### src/rtl/fpu_csr_queue_pkg.sv
// Shared definitions for the FPU command/result queue front end.
// Holds the bus register map, STATUS/CTRL bit positions and the result entry
// record that travels through the result FIFO.
package fpu_csr_queue_pkg;

  // Register map
  localparam int unsigned AddrAReg   = 0;
  localparam int unsigned AddrBReg   = 1;
  localparam int unsigned AddrCmd    = 2;
  localparam int unsigned AddrResult = 3;
  localparam int unsigned AddrStatus = 4;
  localparam int unsigned AddrCtrl   = 5;

  // STATUS layout
  localparam int unsigned StCmdCountLsb = 0;
  localparam int unsigned StResCountLsb = 8;
  localparam int unsigned StInFlightLsb = 16;
  localparam int unsigned StCountW      = 5;
  localparam int unsigned StExcBit      = 24;
  localparam int unsigned StOvfBit      = 25;
  localparam int unsigned StUnfBit      = 26;
  localparam int unsigned StCmdOvfBit   = 28;
  localparam int unsigned StResUdfBit   = 29;
  localparam int unsigned StBusyBit     = 31;

  // CTRL layout
  localparam int unsigned CtrlIrqEnBit = 0;
  localparam int unsigned CtrlClrBit   = 1;
  localparam int unsigned CtrlFlushBit = 2;

  // Result entry: 32-bit result plus exception flags
  typedef struct packed {
    logic [31:0] result;
    logic        exc;
    logic        ovf;
    logic        unf;
  } res_entry_t;

  localparam int unsigned ResEntryW = $bits(res_entry_t);

endpackage

### src/rtl/fpu_sync_fifo.sv
// Synchronous FIFO with synchronous active-high reset and a flush input.
// Ports: clk, rst, flush (empties the FIFO), push/wdata, pop/rdata (head,
// combinational), count (0..DEPTH), full, empty. Push when full and pop when
// empty are ignored.
module fpu_sync_fifo #(
  parameter int unsigned WIDTH = 32,
  parameter int unsigned DEPTH = 4
) (
  input  logic                     clk,
  input  logic                     rst,
  input  logic                     flush,
  input  logic                     push,
  input  logic [WIDTH-1:0]         wdata,
  input  logic                     pop,
  output logic [WIDTH-1:0]         rdata,
  output logic [$clog2(DEPTH):0]   count,
  output logic                     full,
  output logic                     empty
);

  localparam int unsigned PtrW = $clog2(DEPTH);
  localparam logic [PtrW:0] CntFull = DEPTH[PtrW:0];
  localparam logic [PtrW:0] CntOne  = 1;

  logic [WIDTH-1:0] mem_q [DEPTH];
  logic [PtrW-1:0]  wr_ptr_q, rd_ptr_q;
  logic [PtrW:0]    count_q;
  logic             do_push, do_pop;

  assign full    = (count_q == CntFull);
  assign empty   = (count_q == '0);
  assign count   = count_q;
  assign rdata   = mem_q[rd_ptr_q];
  assign do_push = push & ~full;
  assign do_pop  = pop & ~empty;

  // Power-of-two depth: pointers wrap naturally modulo DEPTH.
  always_ff @(posedge clk) begin
    if (rst || flush) begin
      wr_ptr_q <= '0;
      rd_ptr_q <= '0;
      count_q  <= '0;
    end else begin
      if (do_push) wr_ptr_q <= wr_ptr_q + PtrW'(1);
      if (do_pop)  rd_ptr_q <= rd_ptr_q + PtrW'(1);
      if (do_push && !do_pop)      count_q <= count_q + CntOne;
      else if (!do_push && do_pop) count_q <= count_q - CntOne;
    end
  end

  always_ff @(posedge clk) begin
    if (do_push && !rst && !flush) mem_q[wr_ptr_q] <= wdata;
  end

endmodule

### src/rtl/fpu_csr_queue.sv
// Bus-facing command/result queue in front of an FPU core.
// Ports: Clk, Rst (sync, active-high); bus ChipSelect/Write/Read/Address/
// WriteData/ReadData (registered); Irq (registered level); core issue
// core_valid/core_a/core_b/core_op; core completion core_done/core_result/
// core_exc/core_ovf/core_unf.
module fpu_csr_queue
  import fpu_csr_queue_pkg::*;
#(
  parameter int unsigned DEPTH  = 4,
  parameter int unsigned OP_W   = 4,
  parameter int unsigned ADDR_W = 3
) (
  input  logic              Clk,
  input  logic              Rst,
  input  logic              ChipSelect,
  input  logic              Write,
  input  logic              Read,
  input  logic [ADDR_W-1:0] Address,
  input  logic [31:0]       WriteData,
  output logic [31:0]       ReadData,
  output logic              Irq,
  output logic              core_valid,
  output logic [31:0]       core_a,
  output logic [31:0]       core_b,
  output logic [OP_W-1:0]   core_op,
  input  logic              core_done,
  input  logic [31:0]       core_result,
  input  logic              core_exc,
  input  logic              core_ovf,
  input  logic              core_unf
);

  localparam int unsigned CntW = $clog2(DEPTH) + 1;
  localparam int unsigned CmdW = 64 + OP_W;
  localparam logic [CntW:0]   CreditMax = DEPTH[CntW:0];
  localparam logic [CntW-1:0] CntOne    = 1;

  logic [31:0]     a_q, b_q, rdata_q, rd_value, status;
  logic [CntW-1:0] in_flight_q, in_flight_d, cmd_count, res_count, res_cnt_d;
  logic            irq_en_q, irq_en_d, irq_q, irq_d;
  logic            exc_q, ovf_q, unf_q, cmd_ovf_q, res_udf_q;
  logic            exc_d, ovf_d, unf_d, cmd_ovf_d, res_udf_d;
  logic            wr, rd, wr_cmd, wr_ctrl, rd_result, ctrl_flush;
  logic            issue, done_ok, res_push, res_pop;
  logic            cmd_full, cmd_empty, res_full, res_empty;
  logic [CmdW-1:0] cmd_rdata;
  logic [CntW:0]   credit_sum;
  res_entry_t      res_head, res_wdata;

  assign wr         = ChipSelect & Write;
  assign rd         = ChipSelect & Read;
  assign wr_cmd     = wr & (Address == ADDR_W'(AddrCmd));
  assign wr_ctrl    = wr & (Address == ADDR_W'(AddrCtrl));
  assign rd_result  = rd & (Address == ADDR_W'(AddrResult));
  assign ctrl_flush = wr_ctrl & WriteData[CtrlFlushBit];

  // Credit: every issued op must have a guaranteed result slot.
  assign credit_sum = {1'b0, in_flight_q} + {1'b0, res_count};
  assign issue      = ~cmd_empty & (credit_sum < CreditMax) & ~Rst;
  assign core_valid = issue;
  assign {core_a, core_b, core_op} = cmd_rdata;

  // Completions with nothing outstanding are stale (e.g. after reset).
  assign done_ok = core_done & (in_flight_q != '0);
  // Push and underflowing pop together at count 0 leave the FIFO empty.
  assign res_pop   = rd_result & ~res_empty;
  assign res_push  = done_ok & ~(rd_result & res_empty);
  assign res_wdata = '{result: core_result, exc: core_exc, ovf: core_ovf, unf: core_unf};

  fpu_sync_fifo #(.WIDTH(CmdW), .DEPTH(DEPTH)) u_cmd_fifo (
    .clk   (Clk),
    .rst   (Rst),
    .flush (ctrl_flush),
    .push  (wr_cmd),
    .wdata ({a_q, b_q, WriteData[OP_W-1:0]}),
    .pop   (issue),
    .rdata (cmd_rdata),
    .count (cmd_count),
    .full  (cmd_full),
    .empty (cmd_empty)
  );

  fpu_sync_fifo #(.WIDTH(ResEntryW), .DEPTH(DEPTH)) u_res_fifo (
    .clk   (Clk),
    .rst   (Rst),
    .flush (1'b0),
    .push  (res_push),
    .wdata (res_wdata),
    .pop   (res_pop),
    .rdata (res_head),
    .count (res_count),
    .full  (res_full),
    .empty (res_empty)
  );

  always_comb begin
    status = '0;
    status[StCmdCountLsb +: StCountW] = StCountW'(cmd_count);
    status[StResCountLsb +: StCountW] = StCountW'(res_count);
    status[StInFlightLsb +: StCountW] = StCountW'(in_flight_q);
    status[StExcBit]    = exc_q;
    status[StOvfBit]    = ovf_q;
    status[StUnfBit]    = unf_q;
    status[StCmdOvfBit] = cmd_ovf_q;
    status[StResUdfBit] = res_udf_q;
    status[StBusyBit]   = (cmd_count != '0) | (in_flight_q != '0);
  end

  always_comb begin
    rd_value = '0;
    if (Address == ADDR_W'(AddrAReg))        rd_value = a_q;
    else if (Address == ADDR_W'(AddrBReg))   rd_value = b_q;
    else if (Address == ADDR_W'(AddrResult)) rd_value = res_empty ? '0 : res_head.result;
    else if (Address == ADDR_W'(AddrStatus)) rd_value = status;
    else if (Address == ADDR_W'(AddrCtrl))   rd_value = {31'b0, irq_en_q};
  end

  always_comb begin
    in_flight_d = in_flight_q;
    if (issue && !done_ok)      in_flight_d = in_flight_q + CntOne;
    else if (!issue && done_ok) in_flight_d = in_flight_q - CntOne;
    res_cnt_d = res_count;
    if (res_push && !res_pop)      res_cnt_d = res_count + CntOne;
    else if (!res_push && res_pop) res_cnt_d = res_count - CntOne;

    irq_en_d  = wr_ctrl ? WriteData[CtrlIrqEnBit] : irq_en_q;
    exc_d     = exc_q;
    ovf_d     = ovf_q;
    unf_d     = unf_q;
    cmd_ovf_d = cmd_ovf_q;
    res_udf_d = res_udf_q;
    if (wr_ctrl && WriteData[CtrlClrBit]) begin
      {exc_d, ovf_d, unf_d, cmd_ovf_d, res_udf_d} = '0;
    end
    // Core flags become visible only once their entry is read out.
    if (res_pop) begin
      exc_d = exc_d | res_head.exc;
      ovf_d = ovf_d | res_head.ovf;
      unf_d = unf_d | res_head.unf;
    end
    if (wr_cmd && cmd_full)     cmd_ovf_d = 1'b1;
    if (rd_result && res_empty) res_udf_d = 1'b1;

    // Built from next-state so Irq tracks the registers it summarises.
    irq_d = irq_en_d & ((res_cnt_d != '0) | exc_d | ovf_d | unf_d | cmd_ovf_d | res_udf_d);
  end

  always_ff @(posedge Clk) begin
    if (Rst) begin
      a_q         <= '0;
      b_q         <= '0;
      rdata_q     <= '0;
      in_flight_q <= '0;
      irq_en_q    <= 1'b0;
      irq_q       <= 1'b0;
      exc_q       <= 1'b0;
      ovf_q       <= 1'b0;
      unf_q       <= 1'b0;
      cmd_ovf_q   <= 1'b0;
      res_udf_q   <= 1'b0;
    end else begin
      if (wr && Address == ADDR_W'(AddrAReg)) a_q <= WriteData;
      if (wr && Address == ADDR_W'(AddrBReg)) b_q <= WriteData;
      if (rd) rdata_q <= rd_value;
      in_flight_q <= in_flight_d;
      irq_en_q    <= irq_en_d;
      irq_q       <= irq_d;
      exc_q       <= exc_d;
      ovf_q       <= ovf_d;
      unf_q       <= unf_d;
      cmd_ovf_q   <= cmd_ovf_d;
      res_udf_q   <= res_udf_d;
    end
  end

  assign ReadData = rdata_q;
  assign Irq      = irq_q;

endmodule

### config.mk
export PLATFORM = sky130hd
export DESIGN_NAME = fpu_csr_queue
export DESIGN_NICKNAME = d
export VERILOG_FILES = /design/src/rtl/fpu_csr_queue_pkg.sv /design/src/rtl/fpu_sync_fifo.sv /design/src/rtl/fpu_csr_queue.sv
export SDC_FILE = /design/constraint.sdc
export NUM_CORES = 1
export LEC_CHECK = 0
export ABC_CLOCK_PERIOD_IN_PS = 5100
export CAP_MARGIN = 20
export CORE_AREA = 5 5 167 233
export CTS_BUF_LIST = sky130_fd_sc_hd__clkbuf_16
export CTS_CLUSTER_DIAMETER = 60
export CTS_CLUSTER_SIZE = 28
export DETAILED_ROUTE_END_ITERATION = 12
export DIE_AREA = 0 0 172 238
export PLACE_DENSITY = 0.78
export SLEW_MARGIN = 15
export SYNTH_ARGS = -nofsm -noshare
export SYNTH_HDL_FRONTEND = slang
export SYNTH_SLANG_ARGS = --single-unit
export TNS_END_PERCENT = 100
### constraint.sdc
create_clock -name Clk -period 5.1 [get_ports Clk]
set_input_delay 0.765 -clock Clk [delete_from_list [all_inputs] [get_ports Clk]]
set_output_delay 0.765 -clock Clk [all_outputs]
set_load 0.05 [all_outputs]
==> Implementation_results.wiki <==
{| class="wikitable"
! Metric !! Value
|-
| Count of final setup violators || 0
|-
| Result of the run || finished clean
|-
| Reg clk slew, reported paths || approximately 0.1 ns
|-
| Number of nets in the finished design || between 1000 and 1500
|-
| Peak-usage layer in the global routing report || met2
|-
| Synthesis Warnings || 0
|-
| Area delta synth->final || 14.6%
|-
| Source-to-sink clock delay at the later pin of the worst-skew pair || 0.56 ns
|-
| Most common library cell in the layout ignoring fill and taps || sky130_fd_sc_hd__edfxtp_1
|-
| Share of post-route cells with drive strength above 1 || between 10% and 20%
|-
| Flip-flop and latch count after synthesis || 536
|-
| Synthesized instance count || 1223
|-
| Max Buffers Root-to-Sink || 3
|-
| Internal Power || 6.60 mW
|-
| Setup_tns || 0 ns
|-
| Min cycle time layout || 3.88 ns
|-
| Synthesized netlist net count || 1317
|-
| Effective utilization at floorplan || 56.0%
|-
| Post-synth EDFFs || 412
|-
| # DRC || 0
|-
| Via-to-Cell Ratio || between 6 and 7
|-
| GRT Residual Overflow || 0
|-
| Total detailed-routing wirelength || roughly 45000 um
|-
| Peak supply drop || between 0.3 and 0.4 mV
|-
| Number of rows in the core area || 83
|-
| Combinational group share of total power || 22.6%
|-
| Count of clock tree sinks || 536
|-
| Slew of the pin with the lowest slew margin || 1.07 ns
|-
| Critical path fanouts, max || 37
|-
| Count of distinct cell types in the synthesized netlist || 49
|-
| Post-CTS Setup Repair Bufs || 0
|-
| Unrepaired setup endpoints after global routing || false
|-
| Detailed Route Iter0 Violations || 1131
|-
| Number of buffers inserted during clock tree synthesis || 25
|-
| Final hold viol count || 0
|-
| Dpl hpwl || 29600 um
|-
| Antenna diodes || 0
|-
| First-pass GRT wire length || 68000 um
|-
| Critical setup path kind || flop to output pin
|-
| Vias post-DR || 11300
|-
| Max-cap violations || 0
|-
| Most used flip-flop cell after synthesis || sky130_fd_sc_hd__edfxtp_1
|-
| Reported leakage power || around 7.5 nW
|-
| Final weighted congestion in routability-driven placement || roughly 0.9
|-
| Fraction of synthesis flops using an asynchronous set or reset pin || 0%
|-
| Number of I/O pins || around 180
|-
| Type of origin of the critical path || flop
|-
| Detail-routed net length per standard cell || between 20 and 25 um
|-
| Proportion of synthesized chip area in sequential cells || 72.6%
|-
| Worst slew margin relative to its limit || 28.4%
|-
| Share of power burned in the clock network || between 20% and 30%
|-
| Signal arrival time at the worst endpoint || 3.11 ns
|-
| CTS tree || done
|-
| Area of the core || 0.0366 mm^2
|-
| Top achievable clock speed || 0.258 GHz
|-
| I/O Buffers || between 150 and 200
|-
| Worst path required time || between 4 and 5 ns
|-
| Number of max-slew violations in the final report || 0
|-
| Number of global-route vias before repair || ~11000
|-
| Synth Area per Inst || 16.7 um^2
|-
| Met3 track demand over resource || 2.90%
|-
| Net Sw Frac || 29.2%
|-
| Met1 routing resource usage after global routing || between 30% and 40%
|-
| Total power draw || 9.33 mW
|-
| Die W || about 170 um
|-
| Pin count of the biggest net entering global routing || approximately 70
|-
| DRT Pass-1 Iters || 5
|-
| Die Area || 0.0409 mm^2
|-
| Final worst-path cycle share || about three quarters
|-
| Post-CTS resize count || 0
|-
| Hold bufs inserted after CTS || 0
|-
| Die boundary height || 238 um
|-
| Kind of capture point of the worst setup path || output pin
|-
| Initial antenna violation count || 1
|-
| Maximum level of the CTS H-tree || 1
|-
| Worst min-delay path class || flop to flop
|-
| Switching power of the nets || 2.73 mW
|-
| Library cell used as clock root buffer || sky130_fd_sc_hd__clkbuf_16
|-
| Most frequent cells in the layout || 412 x sky130_fd_sc_hd__edfxtp_1, 176 x sky130_fd_sc_hd__clkdlybuf4s50_1, 148 x sky130_fd_sc_hd__nand2_1, 121 x sky130_fd_sc_hd__dfxtp_1, 102 x sky130_fd_sc_hd__a21oi_1
|-
| Clk_skew || 0.0332 ns
|-
| Fraction of power consumed by sequential logic || 53.3%
|-
| Power per cell area || roughly 400 mW/mm^2
|-
| Combined area of all synthesized cells || 0.0205 mm^2
|-
| Routed Antenna Nets || 0
|-
| GRT met2 Usage || a little under two fifths
|-
| Overall Global Routing Usage || 21.8%
|}
==> cell type report <==
| class | instances | area, um^2 |
|---|---|---|
| fillers | 2567 | 13100 |
| repair buffers | 200 | 2020 |
| well taps | 467 | 584 |
| flip-flops and latches | 536 | 14900 |
| inverters | 24 | 90.1 |
| multi-input cells | 589 | 5120 |
| clock inverters | 20 | 144 |
| clock buffers | 25 | 626 |
==> path summary, 6_finish.rpt <==
check,start,end,slack [ns],depth (start not counted)
worst max-delay path,flop,core_a[29],1.22,3
worst min-delay path,ReadData[1],ReadData[1],0.45,2
worst max register to register,u_res_fifo.count[2],in_flight_q[2],2.24,10
worst min register to register,ReadData[1],ReadData[1],0.45,2
==> synthesized netlist by cell type, types with 6 or more instances <==
master                     number  share of area, %
sky130_fd_sc_hd__a21oi_1      102               2.5
sky130_fd_sc_hd__a221o_1       17              0.83
sky130_fd_sc_hd__a22o_1        14              0.60
sky130_fd_sc_hd__and2_1         8              0.24
sky130_fd_sc_hd__buf_2         22              0.54
sky130_fd_sc_hd__buf_4         14              0.51
sky130_fd_sc_hd__clkbuf_1      30              0.55
sky130_fd_sc_hd__dfxtp_1      124                12
sky130_fd_sc_hd__edfxtp_1     412                60
sky130_fd_sc_hd__ha_1          16              0.98
sky130_fd_sc_hd__inv_1         24              0.44
sky130_fd_sc_hd__mux2i_1        8              0.39
sky130_fd_sc_hd__mux4_2       100                11
sky130_fd_sc_hd__nand2_1      148               2.7
sky130_fd_sc_hd__nor2_1        46              0.84
sky130_fd_sc_hd__nor2b_1       18              0.55
sky130_fd_sc_hd__nor3_1        19              0.46
sky130_fd_sc_hd__o211ai_1      13              0.48
sky130_fd_sc_hd__o22ai_1       13              0.40
sky130_fd_sc_hd__or3_1          6              0.18
sky130_fd_sc_hd__xnor2_1        6              0.26
sky130_fd_sc_hd__xor2_1         9              0.39
==> stage by stage <==
stage	setup slack [ns]	cells	hold WS (ns)	cell area (um^2)	utilization (%)
after floorplan	1.35	1223	0.457	20500	-
after global placement	1.23	1816	0.444	22700	62.0
after detailed placement	1.15	1816	0.446	22700	62.0
after CTS	1.11	1861	0.458	23400	64.1
after global routing	1.02	1861	0.480	23400	64.1
final	1.22	1861	0.454	23400	64.1
==> metal layers <==
| metal | part of all wire (%) | up-vias |
|---|---|---|
| li1 | - | 4997 |
| met5 | 0.027 | - |
| met4 | 3.2 | 2 |
| met2 | 51 | 486 |
| met3 | 6.9 | 82 |
| met1 | 39 | 5723 |
==> logic make-up after synthesis <==
kind of cell	after synthesis	share of synthesized area (%)
DFF	536	72.6
and+or+nand+nor	269	5.91
AOI/OAI and AO/OA	176	5.47
muxes	111	11.8
buffers and inverters	98	2.42
adders and majority gates	18	1.17
xor gates and xnor gates	15	0.642
==> state kept, by name, indices dropped and copies added (netlist names), 3 cells and up, named ones only <==
register	flops
a_q	32
in_flight_q	3
b_q	32
u_cmd_fifo.mem_q	272
u_res_fifo.mem_q	140
u_cmd_fifo.count	3
ReadData	32
u_res_fifo.count	3
==> power groups by stage <==
stage	Combinational, mW	Clock [mW]	Sequential [mW]
floorplan	1.52	0	5.01
global placement	2.10	0	5.07
detailed placement	2.12	0	5.08
CTS	2.13	2.29	4.98
global route	2.23	2.45	5.01
finish	2.10	2.25	4.97
==> worst max-delay path, cell delays in order, from the launching register on <==
cell                              delay (ns)
sky130_fd_sc_hd__dfxtp_4                0.78
sky130_fd_sc_hd__buf_12                 0.36
sky130_fd_sc_hd__mux4_2                 0.62
sky130_fd_sc_hd__clkdlybuf4s50_1        0.73
Note: power is estimated with default switching activity, not from simulation.
